==> src/rtl/if_id_pipe_reg_if.sv <==
// rtl/if_id_pipe_reg_if.sv - IF/ID pipeline register bus (fetch/hazard side in, decode side out)
// Optional: IF_ID_STATS_EN adds stall_cnt_o / bubble_cnt_o.
interface if_id_pipe_reg_if #(
  parameter int XLEN = 32
);
  logic [XLEN-1:0] PC_i;
  logic [XLEN-1:0] instr_i;
  logic            instr_valid_i;
  logic            stall_i;
  logic            mem_stall_i;
  logic            flush_i;
  logic [XLEN-1:0] PC_o;
  logic [XLEN-1:0] instr_o;
  logic            valid_o;
  logic [4:0]      RS1addr_o;
  logic [4:0]      RS2addr_o;
  logic            flush_pending_o;
`ifdef IF_ID_STATS_EN
  logic [31:0]     stall_cnt_o;
  logic [31:0]     bubble_cnt_o;
`endif

  // Pipeline control / fetch side drives the inputs and observes the outputs.
  modport master (
    output PC_i, instr_i, instr_valid_i, stall_i, mem_stall_i, flush_i,
`ifdef IF_ID_STATS_EN
    input  stall_cnt_o, bubble_cnt_o,
`endif
    input  PC_o, instr_o, valid_o, RS1addr_o, RS2addr_o, flush_pending_o
  );

  // The pipeline register itself.
  modport slave (
    input  PC_i, instr_i, instr_valid_i, stall_i, mem_stall_i, flush_i,
`ifdef IF_ID_STATS_EN
    output stall_cnt_o, bubble_cnt_o,
`endif
    output PC_o, instr_o, valid_o, RS1addr_o, RS2addr_o, flush_pending_o
  );
endinterface

==> src/rtl/if_id_pipe_reg.sv <==
// rtl/if_id_pipe_reg.sv - IF/ID pipeline register with hold, bubble insertion and deferred flush
// Optional: IF_ID_STATS_EN adds saturating stall and bubble counters.
module if_id_pipe_reg #(
  parameter int              XLEN      = 32,
  parameter logic [XLEN-1:0] NOP_INSTR = 32'h00000013
) (
  input  logic            clk_i,
  input  logic            rst_i,
  if_id_pipe_reg_if.slave bus
);

  typedef enum logic {EMPTY = 1'b0, FULL = 1'b1} state_t;

  state_t          state_q, state_d;
  logic [XLEN-1:0] pc_q, pc_d;
  logic [XLEN-1:0] instr_q, instr_d;
  logic            flush_pend_q, flush_pend_d;
  logic            load_bubble;

  // State and slot contents; reset empties the slot and drops any deferred flush.
  always_ff @(posedge clk_i or posedge rst_i) begin
    if (rst_i) begin
      state_q      <= EMPTY;
      pc_q         <= '0;
      instr_q      <= NOP_INSTR;
      flush_pend_q <= 1'b0;
    end else begin
      state_q      <= state_d;
      pc_q         <= pc_d;
      instr_q      <= instr_d;
      flush_pend_q <= flush_pend_d;
    end
  end

  // Next-state: freeze > load-use hold > flush (live or deferred) > fetch hit > fetch miss.
  always_comb begin
    state_d      = state_q;
    pc_d         = pc_q;
    instr_d      = instr_q;
    flush_pend_d = flush_pend_q;
    load_bubble  = 1'b0;
    if (bus.mem_stall_i) begin
      // A flush seen while frozen must survive until the pipe moves again.
      if (bus.flush_i) flush_pend_d = 1'b1;
    end else if (bus.stall_i) begin
      // Branch operands are stale during a load-use stall; decode will reassert flush.
    end else if (bus.flush_i || flush_pend_q) begin
      state_d      = EMPTY;
      pc_d         = bus.PC_i;
      instr_d      = NOP_INSTR;
      flush_pend_d = 1'b0;
      load_bubble  = 1'b1;
    end else if (bus.instr_valid_i) begin
      state_d = FULL;
      pc_d    = bus.PC_i;
      instr_d = bus.instr_i;
    end else begin
      state_d     = EMPTY;
      pc_d        = bus.PC_i;
      instr_d     = NOP_INSTR;
      load_bubble = 1'b1;
    end
  end

  // Outputs come only from registers; RS fields are forced to x0 when the slot is empty.
  always_comb begin
    bus.PC_o            = pc_q;
    bus.instr_o         = instr_q;
    bus.valid_o         = (state_q == FULL);
    bus.flush_pending_o = flush_pend_q;
    bus.RS1addr_o       = (state_q == FULL) ? instr_q[19:15] : 5'd0;
    bus.RS2addr_o       = (state_q == FULL) ? instr_q[24:20] : 5'd0;
  end

`ifdef IF_ID_STATS_EN
  logic [31:0] stall_cnt_q, bubble_cnt_q;

  // Saturating counts of stalled cycles and bubble-loading edges.
  always_ff @(posedge clk_i or posedge rst_i) begin
    if (rst_i) begin
      stall_cnt_q  <= '0;
      bubble_cnt_q <= '0;
    end else begin
      if ((bus.stall_i || bus.mem_stall_i) && (stall_cnt_q != 32'hFFFFFFFF))
        stall_cnt_q <= stall_cnt_q + 32'd1;
      if (load_bubble && (bubble_cnt_q != 32'hFFFFFFFF))
        bubble_cnt_q <= bubble_cnt_q + 32'd1;
    end
  end

  // Expose the counters.
  always_comb begin
    bus.stall_cnt_o  = stall_cnt_q;
    bus.bubble_cnt_o = bubble_cnt_q;
  end
`else
  logic unused_bubble;
  assign unused_bubble = load_bubble;
`endif

endmodule

==> src/flat_wrapper.sv <==
// flat-port wrapper written by rule: the top's interface ports become plain ports
module if_id_pipe_reg_flat 
#(
  parameter int              XLEN      = 32,
  parameter logic [XLEN-1:0] NOP_INSTR = 32'h00000013
)
  (clk_i, rst_i, bus_PC_i, bus_instr_i, bus_instr_valid_i, bus_stall_i, bus_mem_stall_i, bus_flush_i, bus_PC_o, bus_instr_o, bus_valid_o, bus_RS1addr_o, bus_RS2addr_o, bus_flush_pending_o);
  if_id_pipe_reg_if #(.XLEN(XLEN)) bus_i ();
  input  logic clk_i;
  input  logic rst_i;
  input wire logic [$bits(bus_i.PC_i)-1:0] bus_PC_i;
  input wire logic [$bits(bus_i.instr_i)-1:0] bus_instr_i;
  input wire logic [$bits(bus_i.instr_valid_i)-1:0] bus_instr_valid_i;
  input wire logic [$bits(bus_i.stall_i)-1:0] bus_stall_i;
  input wire logic [$bits(bus_i.mem_stall_i)-1:0] bus_mem_stall_i;
  input wire logic [$bits(bus_i.flush_i)-1:0] bus_flush_i;
  output wire logic [$bits(bus_i.PC_o)-1:0] bus_PC_o;
  output wire logic [$bits(bus_i.instr_o)-1:0] bus_instr_o;
  output wire logic [$bits(bus_i.valid_o)-1:0] bus_valid_o;
  output wire logic [$bits(bus_i.RS1addr_o)-1:0] bus_RS1addr_o;
  output wire logic [$bits(bus_i.RS2addr_o)-1:0] bus_RS2addr_o;
  output wire logic [$bits(bus_i.flush_pending_o)-1:0] bus_flush_pending_o;
  assign bus_i.PC_i = bus_PC_i;
  assign bus_i.instr_i = bus_instr_i;
  assign bus_i.instr_valid_i = bus_instr_valid_i;
  assign bus_i.stall_i = bus_stall_i;
  assign bus_i.mem_stall_i = bus_mem_stall_i;
  assign bus_i.flush_i = bus_flush_i;
  assign bus_PC_o = bus_i.PC_o;
  assign bus_instr_o = bus_i.instr_o;
  assign bus_valid_o = bus_i.valid_o;
  assign bus_RS1addr_o = bus_i.RS1addr_o;
  assign bus_RS2addr_o = bus_i.RS2addr_o;
  assign bus_flush_pending_o = bus_i.flush_pending_o;
  if_id_pipe_reg #(.XLEN(XLEN), .NOP_INSTR(NOP_INSTR)) u_core (.clk_i(clk_i), .rst_i(rst_i), .bus(bus_i));
endmodule
==> config.mk <==
export PLATFORM = sky130hd
export DESIGN_NAME = if_id_pipe_reg_flat
export DESIGN_NICKNAME = d
export VERILOG_FILES = /design/src/rtl/if_id_pipe_reg_if.sv /design/src/rtl/if_id_pipe_reg.sv /design/src/flat_wrapper.sv
export SDC_FILE = /design/constraint.sdc
export NUM_CORES = 1
export LEC_CHECK = 0
export ABC_AREA = 1
export BUFFER_PORTS_ARGS = -buffer_cell sky130_fd_sc_hd__buf_2
export CORE_MARGIN = 4
export CORE_UTILIZATION = 49
export DETAILED_ROUTE_END_ITERATION = 10
export PLACE_DENSITY = 0.85
export SLEW_MARGIN = 10
export SYNTH_ARGS = -nofsm -noshare
export SYNTH_HDL_FRONTEND = slang
export SYNTH_SLANG_ARGS = --single-unit
==> constraint.sdc <==
create_clock -name clk_i -period 4.48 [get_ports clk_i]
set_input_delay 0.448 -clock clk_i [delete_from_list [all_inputs] [get_ports clk_i]]
set_output_delay 0.448 -clock clk_i [all_outputs]
set_load 0.05 [all_outputs]
[Yosys cells after proc, flatten, opt, wreduce, memory -nomap -nowiden]
Index checks and enable logic that the tools add are counted.
Operators by class
  add/sub/neg operators: 0
  multipliers: 0
  div/mod/pow operators: 0
  $lt $le $gt $ge: 0
  equality and inequality tests: 2
  shifts and indexed selects: 0
  mux-type cells: 10
  bitwise logic cells: 2
  reductions and logical operators: 4
Operators with widths (number)
  $mux W32: 2
  $mux W5: 2
  $mux W1: 6
  $ne A2 B1 Y1 const B: 2
  $reduce_and A3 Y1: 1
  $not A1 Y1: 2
  $reduce_and A2 Y1: 1
  $reduce_bool A2 Y1: 1
  $logic_or A1 B1 Y1: 1
Storage, ports and cells
  register bits: 66
  latch bits: 0
  memory bits (writable): 0
  memory bits (read-only): 0
  memories: 0

[Longest topological paths before layout]
  depth after elaboration: 4
  mapped depth: 6

[Worst setup path before layout]
Ideal clock, no wire load.
  path type: register to output
  from: register u_core.state_q, in the netlist u_core.bus.valid_o
  to: output bus_RS1addr_o[0]
  arrival time: 1339 ps
  setup slack: 2693 ps
  stages on the path, launching flop included: 4
  buffers on the path: 1
  cells stage by stage: dfrtp_1 clkbuf_1 nand2_1 inv_1
Between the ends
  longest elaborated chain between the ends: 1
RTL lines
  start, declared: line if_id_pipe_reg.sv:14  | state_t state_q, state_d;
  start signal, assigned: line if_id_pipe_reg.sv:28  | state_q <= state_d;
  $mux W5: line if_id_pipe_reg.sv:71  | bus.RS1addr_o = (state_q == FULL) ? instr_q[19:15] : 5'd0;
  end, declared: line flat_wrapper.sv:20  | output wire logic [$bits(bus_i.RS1addr_o)-1:0] bus_RS1addr_o;
Every way passes these cells.

[Worst setup path in the final report]
  from: input bus_mem_stall_i
  to: register u_core.instr_q[9], in the netlist u_core.bus.instr_o[9]
Between the ends
  longest elaborated chain between the ends: 2
RTL lines
  start, declared: line flat_wrapper.sv:15  | input wire logic [$bits(bus_i.mem_stall_i)-1:0] bus_mem_stall_i;
  $not A1 Y1 (no line)
  $reduce_and A2 Y1 (no line)
  end signal, assigned: line if_id_pipe_reg.sv:30  | instr_q <= instr_d;
  end, declared: line if_id_pipe_reg.sv:16  | logic [XLEN-1:0] instr_q, instr_d;
Every way passes these cells.
A chain may end at the register's enable or synchronous reset.

==> results.md <==
- Final instance area: 0.00375 mm2
- Antenna violations before repair: 0
- Crit path capture type: flip-flop
- Initial Util: 0.512
- Maximum VDD drop: 224 uV
- Worst-path clk slew: 0.07 ns
- Remaining global-route overflow: 0
- Row count: 27
- Number of clock sinks: 66
- Htree depth: 3
- Largest area contributor in the netlist: dfrtp_1
- Die height: 84.6 um
- Top cell type's share of synthesized area: 0.549
- Yosys warnings: 0
- DRT antenna net count: 0
- Hold_sp: bus_PC_i[6]
- Final Setup Violations: 0
- Setup Skew: 0.00414 ns
- CTS Buffer Depth: 2
- Global-route usage over all layers: 0.205
- Final WL: 7.35 mm
- Crit Path Category: in -> reg
- Worst path max stage delay: 0.59 ns
- DR WL/cell: 13.2 um
- Static Leak: 0.00236 uW
- # Max-Cap Violations: 0
- WHS Endpoint: u_core.bus.PC_o[6]$_DFFE_PP0P_
- Post-synth net total: a little over 400
- Port-buffer cells: 145
- RR Endpoint: u_core.bus.instr_o[9]$_DFFE_PP0P_
- Worst setup SP type: input pin
- CTS tree: done
- CP max FO: 67
- R2R Setup Slk: between 3 and 4 ns
- Die footprint: just over 0.007 mm2
- Setup TNS: 0 ns
- Cell Pwr Density: 412 mW/mm2
- Max Transition Viols Final: 0
- Setup WS post-layout: 2.59 ns
- Root buf cell: clkbuf_8
- Final net count: 552
- CTS resizes: 0
- Syn avg cell area: 8.35 um2
- Distinct cell type count after synthesis: 14
- Status: finished, final reports clean
- Critical Path Most Common Cell: nand2_1
- Clk_lat worst skew: 0.32 ns
- Via count: 2682
- GPL Wtd Cong: about 0.8
- DRT Pass-1 Iters: 4
- Crit path DAT: between 2 and 2.5 ns
- Vias/cell: approximately 4.8
- Cells after DPL: 543
- Final Cycle Share: 0.423
- RSZ-0062 raised after global routing: no
- Crit path required time: about 4.7 ns
- Core area: around 0.0056 mm2
- Setup bufs post-CTS: 0
- Fin. Hold Viols: 0
- Top cells by area, synth: dfrtp_1, nand2_1, nand3b_1
- CTS Hold Buffers Added: 0
- Hold Crit Depth: 3
- Sequential share of the synthesized area: 0.576
- Relative slew slack: 0.321
- Drt drc: 0
- Post-DP Area: 0.00358 mm2
- Largest net degree at the start of global routing: 68
- Synthesis-to-finish area growth: 30.6%
- Least-Margin Pin Slew: 1.02 ns
- RR Startpoint: u_core.bus.flush_pending_o$_DFFE_PP0P_
- Cell Area, Synth: 0.00287 mm2
- Num ports: around 150
- Slowest-stage cell, CP: inv_2
- Critical path cell sequence: buf_2 -> nor2_4 -> buf_4 -> inv_2 -> nand2_1 -> nand2_1
- N_diodes: 0
- Post-Synthesis Cells: 344
- Max Clk Rate: 528 MHz
- Global-route wire length before repair: 11.9 mm
- Vias in the first global route: 2534
- Final worst path period need: ~1.9 ns
- Share of cells above drive strength 1: 0.351
- Seq cells post-synth: between 60 and 70
- Die W: 84.6 um
- Worst slack, placed: 2.24 ns
- Hold/Removal Path Class: in -> reg
- Worst reg2reg path depth: 4
- CTS buffer count: 9
- Dpl hpwl: 5.09 mm
- Fin cells: 559
- Starting DRT DRC Count: 129
## cell usage in the layout (no fill, tap or decap), drive strengths merged
cell	instances
nand2	207
buf	148
dfrtp	63
nand3b	29
inv	13
clkbuf	10
nor2	6
clkinv	5
dfstp	3
nand3	1
nor3	1
clkinvlp	1
## state kept, by name, summed over array words and instances (netlist names)
signal	cells
u_core.bus.PC_o	32
u_core.bus.flush_pending_o	1
u_core.bus.instr_o	32
u_core.bus.valid_o	1
## cell type report
type                    instances  area [um2]
clock inverters                 6        32.5
flip-flops and latches         66        1660
fillers                       493        1860
multi-input cells             244        1040
repair buffers                148         748
inverters                      13        48.8
clock buffers                  10         138
well taps                      72        90.1
## worst max-delay path by stage
stage | slack [ns] | cells after the start | to | start
3_3_place_gp | 2.31 | 6 | u_core.bus.instr_o[5]$_DFFE_PP0P_ | bus_mem_stall_i
4_1_cts | 2.58 | 6 | u_core.bus.PC_o[29]$_DFFE_PP0P_ | bus_mem_stall_i
6_report | 2.59 | 6 | u_core.bus.instr_o[9]$_DFFE_PP0P_ | bus_mem_stall_i
3_5_place_dp | 2.24 | 6 | u_core.bus.PC_o[29]$_DFFE_PP0P_ | bus_mem_stall_i
5_1_grt | 2.43 | 6 | u_core.bus.PC_o[17]$_DFFE_PP0P_ | bus_mem_stall_i
2_1_floorplan | 2.38 | 1 | u_core.bus.PC_o[0]$_DFFE_PP0P_ | rst_i
## cell usage after synthesis (all sizes together)
master	n
buf	19
clkbuf	2
dfrtp	63
dfstp	3
inv	13
nand2	207
nand3	1
nand3b	29
nor2	6
nor3	1
## stage by stage
stage,power (uW),util,hold WS (ns)
global route,1620,0.669,0.311
detailed placement,1130,0.638,0.454
finish,1550,0.669,0.323
global placement,1120,0.638,0.449
CTS,1560,0.669,0.310
floorplan,1010,-,0.565
## power by group
group	leakage (uW)	switching (uW)	total (uW)	internal (uW)
sequential	0.000848	38.4	695	656
combinational	0.00142	327	424	97.4
clock	0.0000916	216	426	211
## per-layer routing
metal	vias up	global-route usage	share of wire
met5	-	0	0
met4	0	0.0734	0.0072
met3	6	0.0550	0.090
met2	125	0.325	0.46
met1	1232	0.272	0.44
li1	1319	-	-
## logic make-up (layout without fill, tap and decap cells)
logic type             Yosys count  in the layout  share of synthesized area
and+or+nand+nor                244            244                      0.361
buffers and inverters           34            177                     0.0623
DFF                             66             66                      0.576
## worst max-delay path, delay by kind of cell
family	cells	cell delay (ns)
and+or+nand+nor	3	0.36
buffers and inverters	3	1.25
(Power assumes the default switching activity.)
